==> config.mk <==
export PLATFORM = sky130hd
export DESIGN_NAME = clock_period_meter
export DESIGN_NICKNAME = d
export VERILOG_FILES = /design/src/rtl/clock_period_meter.sv
export SDC_FILE = /design/constraint.sdc
export NUM_CORES = 1
export LEC_CHECK = 0
export CORE_MARGIN = 5
export CORE_UTILIZATION = 48
export CTS_BUF_LIST = sky130_fd_sc_hd__clkbuf_4 sky130_fd_sc_hd__clkbuf_8
export CTS_CLUSTER_SIZE = 20
export DETAILED_ROUTE_END_ITERATION = 16
export PLACE_DENSITY = 0.8
export SYNTH_ARGS = -nofsm -noshare
export SYNTH_HDL_FRONTEND = slang
export SYNTH_SLANG_ARGS = --single-unit
==> constraint.sdc <==
create_clock -name clk -period 1.89 [get_ports clk]
set_clock_uncertainty 0.2 [all_clocks]
set_input_delay 0.189 -clock clk [delete_from_list [all_inputs] [get_ports clk]]
set_output_delay 0.189 -clock clk [all_outputs]
set_load 0.02 [all_outputs]
==> src/rtl/clock_period_meter.sv <==
// rtl/clock_period_meter.sv - measures sig_in period in clk cycles, with a sticky timeout
// Define DUTY_MEASURE_EN to also report the high-phase length (hi_cycles); otherwise hi_cycles is 0.
module clock_period_meter #(
    parameter int CNT_W       = 16,
    parameter int SYNC_STAGES = 2
) (
    input  logic             clk,
    input  logic             rst,
    input  logic             en,
    input  logic             sig_in,
    output logic [CNT_W-1:0] period,
    output logic             valid,
    output logic             timeout,
    output logic [CNT_W-1:0] hi_cycles
);

    typedef enum logic [1:0] {IDLE, ARMED, MEASURE} state_t;

    localparam logic [CNT_W-1:0] TIMEOUT = '1;
    localparam logic [CNT_W-1:0] ONE     = CNT_W'(1);

    state_t                 state;
    logic [SYNC_STAGES-1:0] sync_ff;
    logic                   sync_prev;
    logic                   sync_out;
    logic                   rise;
    logic [CNT_W-1:0]       cnt;

    assign sync_out = sync_ff[SYNC_STAGES-1];
    assign rise     = sync_out & ~sync_prev;

    always_ff @(posedge clk or posedge rst) begin
        if (rst) begin
            sync_ff   <= '0;
            sync_prev <= 1'b0;
        end else begin
            sync_ff   <= {sync_ff[SYNC_STAGES-2:0], sig_in};
            sync_prev <= sync_out;
        end
    end

    // Edge is checked before the timeout compare so an edge at cnt==TIMEOUT still measures.
    always_ff @(posedge clk or posedge rst) begin
        if (rst) begin
            state   <= IDLE;
            cnt     <= '0;
            period  <= '0;
            valid   <= 1'b0;
            timeout <= 1'b0;
        end else begin
            valid <= 1'b0;
            if (!en) begin
                state <= IDLE;
                cnt   <= '0;
            end else begin
                case (state)
                    IDLE: begin
                        state <= ARMED;
                        cnt   <= '0;
                    end
                    ARMED: begin
                        if (rise) begin
                            cnt   <= ONE;
                            state <= MEASURE;
                        end
                    end
                    MEASURE: begin
                        if (rise) begin
                            period  <= cnt;
                            valid   <= 1'b1;
                            timeout <= 1'b0;
                            cnt     <= ONE;
                        end else if (cnt == TIMEOUT) begin
                            timeout <= 1'b1;
                            state   <= ARMED;
                            cnt     <= '0;
                        end else begin
                            cnt <= cnt + ONE;
                        end
                    end
                    default: begin
                        state <= IDLE;
                        cnt   <= '0;
                    end
                endcase
            end
        end
    end

`ifdef DUTY_MEASURE_EN
    logic [CNT_W-1:0] hi_cnt;

    // The edge cycle itself is high, so the count restarts at 1 on each edge.
    always_ff @(posedge clk or posedge rst) begin
        if (rst) begin
            hi_cnt    <= '0;
            hi_cycles <= '0;
        end else if (!en) begin
            hi_cnt <= '0;
        end else begin
            case (state)
                ARMED: begin
                    if (rise) begin
                        hi_cnt <= ONE;
                    end
                end
                MEASURE: begin
                    if (rise) begin
                        hi_cycles <= hi_cnt;
                        hi_cnt    <= ONE;
                    end else if (cnt == TIMEOUT) begin
                        hi_cnt <= '0;
                    end else if (sync_out) begin
                        hi_cnt <= hi_cnt + ONE;
                    end
                end
                default: hi_cnt <= '0;
            endcase
        end
    end
`else
    assign hi_cycles = '0;
`endif

endmodule

* Yosys cells after proc, flatten, opt, wreduce, memory -nomap -nowiden *
Cells that the tools add are included.

word-level totals
  logic and storage cells = 36
  register bits = 39
  output and inout port bits = 34

cells by class
  reduce and logical (&&, ||, !) cells = 5
  equal/unequal tests = 6
  add/sub/neg operators = 1
  bitwise gates (word level) = 2
  multiplexer cells = 15

operators by type and width
  cell                                                  number
  two-way mux 16 bit                                    4
  one-hot mux 16 bit (2 select lines)                   1
  adder 16 x 1 -> 16 bit (second input constant)        1
  equality test 16 bit (second input constant)          1
  inequality test 3 bit (second input constant)         3
  AND reduction 3 bit                                   3
  two-way mux 2 bit                                     4
  one-hot mux 2 bit (3 select lines)                    1
  two-way mux 1 bit                                     5
  equality test 2 x 1 -> 1 bit (second input constant)  1
  equality test 2 bit (second input constant)           1
  zero test 2 bit                                       1
  nonzero test 2 bit                                    1
  AND 1 bit                                             1
  NOT 1 bit                                             1

* Longest topological paths before layout *
  depth after elaboration = 5
  gate-level depth with buffers = 8
  depth with buffers taken out = 7

* Worst setup path before layout *
OpenSTA, ideal clock, no wires.

  path kind = reg-to-reg
  from = register state[0]
  to = register cnt[3]
  setup slack = -0.178 ns
  period minus slack after synthesis = 2.068 ns
  cell stages (with the launch flop) = 7
  buffers on the path = 0
  data arrival time = 1.799 ns
  required time = 1.621 ns
  cell sequence = dfrtp_1 inv_1 ha_1 or3_4 a21o_1 or4_1 nand3_1

on the way
  word-level cells in the longest chain between the ends = 3

RTL lines
  what                                                                        RTL line  text
  from (decl)                                                                 22        state_t state;
  from (signal assigned)                                                      45        state <= IDLE;
  from (signal assigned)                                                      53        state <= IDLE;
  from (signal assigned)                                                      58        state <= ARMED;
  equality test 2 bit / equality test 2 x 1 -> 1 bit (equally long branches)  56        case (state)
  one-hot mux 16 bit (2 select lines)                                         56
  two-way mux 16 bit                                                          52        if (!en) begin
  to (signal assigned)                                                        78        cnt <= cnt + ONE;
  to (decl)                                                                   27        logic [CNT_W-1:0] cnt;

Several ways; a longest one is shown, not always the timed one.
A chain may end at the register's enable or synchronous reset.

* Worst setup path after layout *
Ends and elaborated chain as after synthesis.

==> impl_metrics.toml <==
[worst_setup_path]
worstSetupEndpoint = "cnt[3]$_DFFE_PP0P_"
slowest_delay_ns = 0.40
r2r-end = "cnt[3]$_DFFE_PP0P_"
crit_arrival_ns = 1.97
path_depth = 7
crit_family = "simple AND/OR/NAND/NOR gates"
reg2regPathDepth = 7
worstPathMaxFanout = 3
crit_path_start_kind = "flip-flop"
required_ns = 1.92
crit_type = "reg2reg"
crit_path_end_kind = "flip-flop"
critPathBufInv = 1
crit_start = "state[0]$_DFFE_PP0P_"
cp_cell_sequence = "inv_2, ha_4, nand2_2, or3_4, a21o_1, or4_1, nand3_1"
critPathSlowestCell = "or4_1"
r2r-start = "state[0]$_DFFE_PP0P_"
regToRegSetupSlack_ns = -0.06

[global_route]
grt_pass1_vias = 1395
antenna_found_initial = 0
gr-total-overflow = 0
track_usage_pct = 15.36
grt_max_degree = 40
grt_first_pass_wirelength_um = 6306

[timing]
setup_ws_ns = -0.05657
post-route-period-util_pct = 103.0
finalHoldViolations = 0
min_period_ns = 1.947
hold_slack_ns = 0.1149
finalMaxSlewViolations = 0
rsz0062_at_grt = "yes"
max_freq_ghz = 0.5137
setup_viol = 1

[cts]
h-tree-depth = 2
clk_path_buf_depth = 2
clk_pin_slew_ns = 0.07
cts_num_sinks = 39
insertion_delay_ns = 0.29
cts-root-buf = "clkbuf_8"
cts_made_buffers = 5
cts_tree = "done"

[finish]
nNetsFinal = 229
multi_input_area_um2 = 819.5
num_antenna_cells = 0
fillers = 314
seq_area_um2 = 975.9
syn2layout_area_growth_pct = 26.53
drive_above_1_share_pct = 26.13
final_core_util_pct = 63.91

[synthesis]
synth_top_cell_by_area = "dfrtp_1"
synth.distinct_cells = 36
yosys_warnings = 0
synthTopCellsByArea = "dfrtp_1 (52%), mux2_2 (9.6%), buf_4 (6.4%), xor2_1 (3.3%), nand2_1 (3.0%)"
netlist_area_um2 = 1877
synth_cells = 172
yosysSeqAreaShare_pct = 52.00
syn_area_per_cell_um2 = 10.91
ys_seq_elements = 39
synth_top_cell_area_share_pct = 52.00

[power_and_ir_drop]
powerDensity_nw_per_um2 = 659.5
leakagePower_nw = 1.148
ir_worst_vdd_mv = 0.5616
total_power_w = 0.001566

[detailed_routing]
postRouteAntennaNets = 0
first_pass_iters = 4
wirelength_um = 3818
drc_errors = 0
viasPerCell = 5.093
dr_total_vias = 1375
dr.first_iter.drc_count = 114
avgRoutedWirePerCell_um = 14.14

[floorplan]
initial_core_util_pct = 50.51
die_x_um = 72.53
rows = 22
io_pins = 38
core_region_area_um2 = 3716
die_h_um = 72.53
die_area_um2 = 5261

[status]
violations = "negative setup slack"
run_status = "finished, violations left"

[placement]
place.gp.congestion = 0.8600
io_buffers = 21
hpwl_um = 2771

[flow_run]
cap_violations = 0

[worst_hold_path]
hold_class = "in2async"
-- stage by stage --
step | instance area, um2 | TNS, ns | instances | setup WS [ns]
after global placement | 2265 | -0.09164 | 262 | -0.08373
after floorplan | 1946 | -0.01371 | 187 | -0.01371
after CTS | 2362 | -0.03295 | 270 | -0.03295
after detailed placement | 2265 | -0.3857 | 262 | -0.1061
after global routing | 2375 | -1.120 | 270 | -0.1154
final | 2375 | -0.05657 | 270 | -0.05657
-- sequential cells by signal (all words and copies together) (netlist names) --
signal and flops:
state 2, valid 1, sync_prev 1, period 16
cnt 16, sync_ff 2, timeout 1
-- final cells by class --
| class | instances | area share (%) |
|---|---|---|
| multi-input combinational | 123 | 34.51 |
| tap | 48 | 2.529 |
| clock buffer | 6 | 3.477 |
| sequential | 39 | 41.10 |
| inverter | 5 | 0.7903 |
| timing repair buffer | 48 | 17.39 |
| clock inverter | 1 | 0.2107 |
-- power by group --
group / total [W] / internal (W) / switching (W)
clock network: 0.000564 / 0.000286 / 0.000277
logic: 0.000154 / 0.0000566 / 0.0000977
registers: 0.000848 / 0.000843 / 0.00000531
-- worst register-to-register path, cell delays in order, from the launching register on --
cell and delay [ns]:
dfrtp_1 0.39, inv_2 0.07, ha_4 0.13, nand2_2 0.05
or3_4 0.38, a21o_1 0.17, or4_1 0.40, nand3_1 0.08
-- how the worst min path moves through the flow --
stage | start | to | slack, ns
after floorplan | sig_in | sync_ff[0]$_DFF_PP0_ | 0.02
after global placement | sync_ff[0]$_DFF_PP0_ | sync_ff[1]$_DFF_PP0_ | 0.14
after detailed placement | sync_ff[0]$_DFF_PP0_ | sync_ff[1]$_DFF_PP0_ | 0.13
after CTS | rst | timeout$_DFFE_PP0P_ | 0.13
after global routing | sig_in | sync_ff[0]$_DFF_PP0_ | 0.14
final | rst | sync_ff[0]$_DFF_PP0_ | 0.11
-- what timing repair did --
action | in CTS | in global routing
buffers inserted | 1 | 0
hold buffers | 0 | 0
setup endpoints to repair | 9 | 16
pin swaps | 2 | 1
gates resized for setup | 1 | 5
hold endpoints to repair | 0 | 0
-- Yosys cell counts --
library cell / number
o31ai_1: 1
conb_1: 1
a21oi_1: 2
and2_1: 2
or4_1: 1
nor3_1: 2
a31oi_1: 1
o211a_1: 1
xor2_1: 7
nand4_1: 2
buf_2: 2
nor2_1: 14
nor2b_1: 1
a21boi_1: 1
mux2_2: 16
nand2_1: 15
o21ai_0: 7
dfrtp_1: 39
ha_1: 3
or3_4: 1
buf_6: 1
a21o_1: 3
or3_1: 2
buf_4: 16
o211ai_1: 1
xnor2_1: 3
clkbuf_2: 1
and3_1: 3
o21a_1: 1
nand3_1: 9
o2111ai_1: 1
o2111a_1: 1
inv_1: 5
nand2b_1: 2
nor4b_1: 1
and4_1: 3
-- kinds of logic after synthesis --
| family | after synthesis | share of synthesized area [%] |
|---|---|---|
| flops | 39 | 52.00 |
| compound gates | 20 | 7.134 |
| other cells | 1 | 0.1998 |
| xor+xnor | 10 | 4.667 |
| mux | 16 | 9.600 |
| simple gates | 58 | 15.60 |
| fa+ha+maj | 3 | 2.000 |
| buf+inv | 25 | 8.800 |
-- cell usage in the layout (no fill, tap or decap), drive strengths merged, types with 3 or more instances in the layout --
master | Yosys | final
dfrtp | 39 | 39
buf | 19 | 27
clkdlybuf4s50 | 0 | 21
mux2 | 16 | 16
conb | 1 | 16
nand2 | 15 | 15
nor2 | 14 | 14
nand3 | 9 | 9
xor2 | 7 | 7
o21ai | 7 | 7
clkbuf | 1 | 6
inv | 5 | 5
and3 | 3 | 3
a21o | 3 | 3
xnor2 | 3 | 3
and4 | 3 | 3
or3 | 3 | 3
ha | 3 | 3
-- metal layers --
| metal | wire length [um] | global-route usage, % | vias to the layer above | part of all wire [%] |
|---|---|---|---|---|
| li1 | - | - | 656 | - |
| met1 | 1721 | 19.16 | 686 | 45 |
| met2 | 1909 | 25.85 | 28 | 50 |
| met3 | 168 | 4.294 | 5 | 4.4 |
| met4 | 19 | 4.508 | 0 | 0.50 |
| met5 | 0 | 0 | - | 0 |
Note: power is estimated with default switching activity, not from simulation.
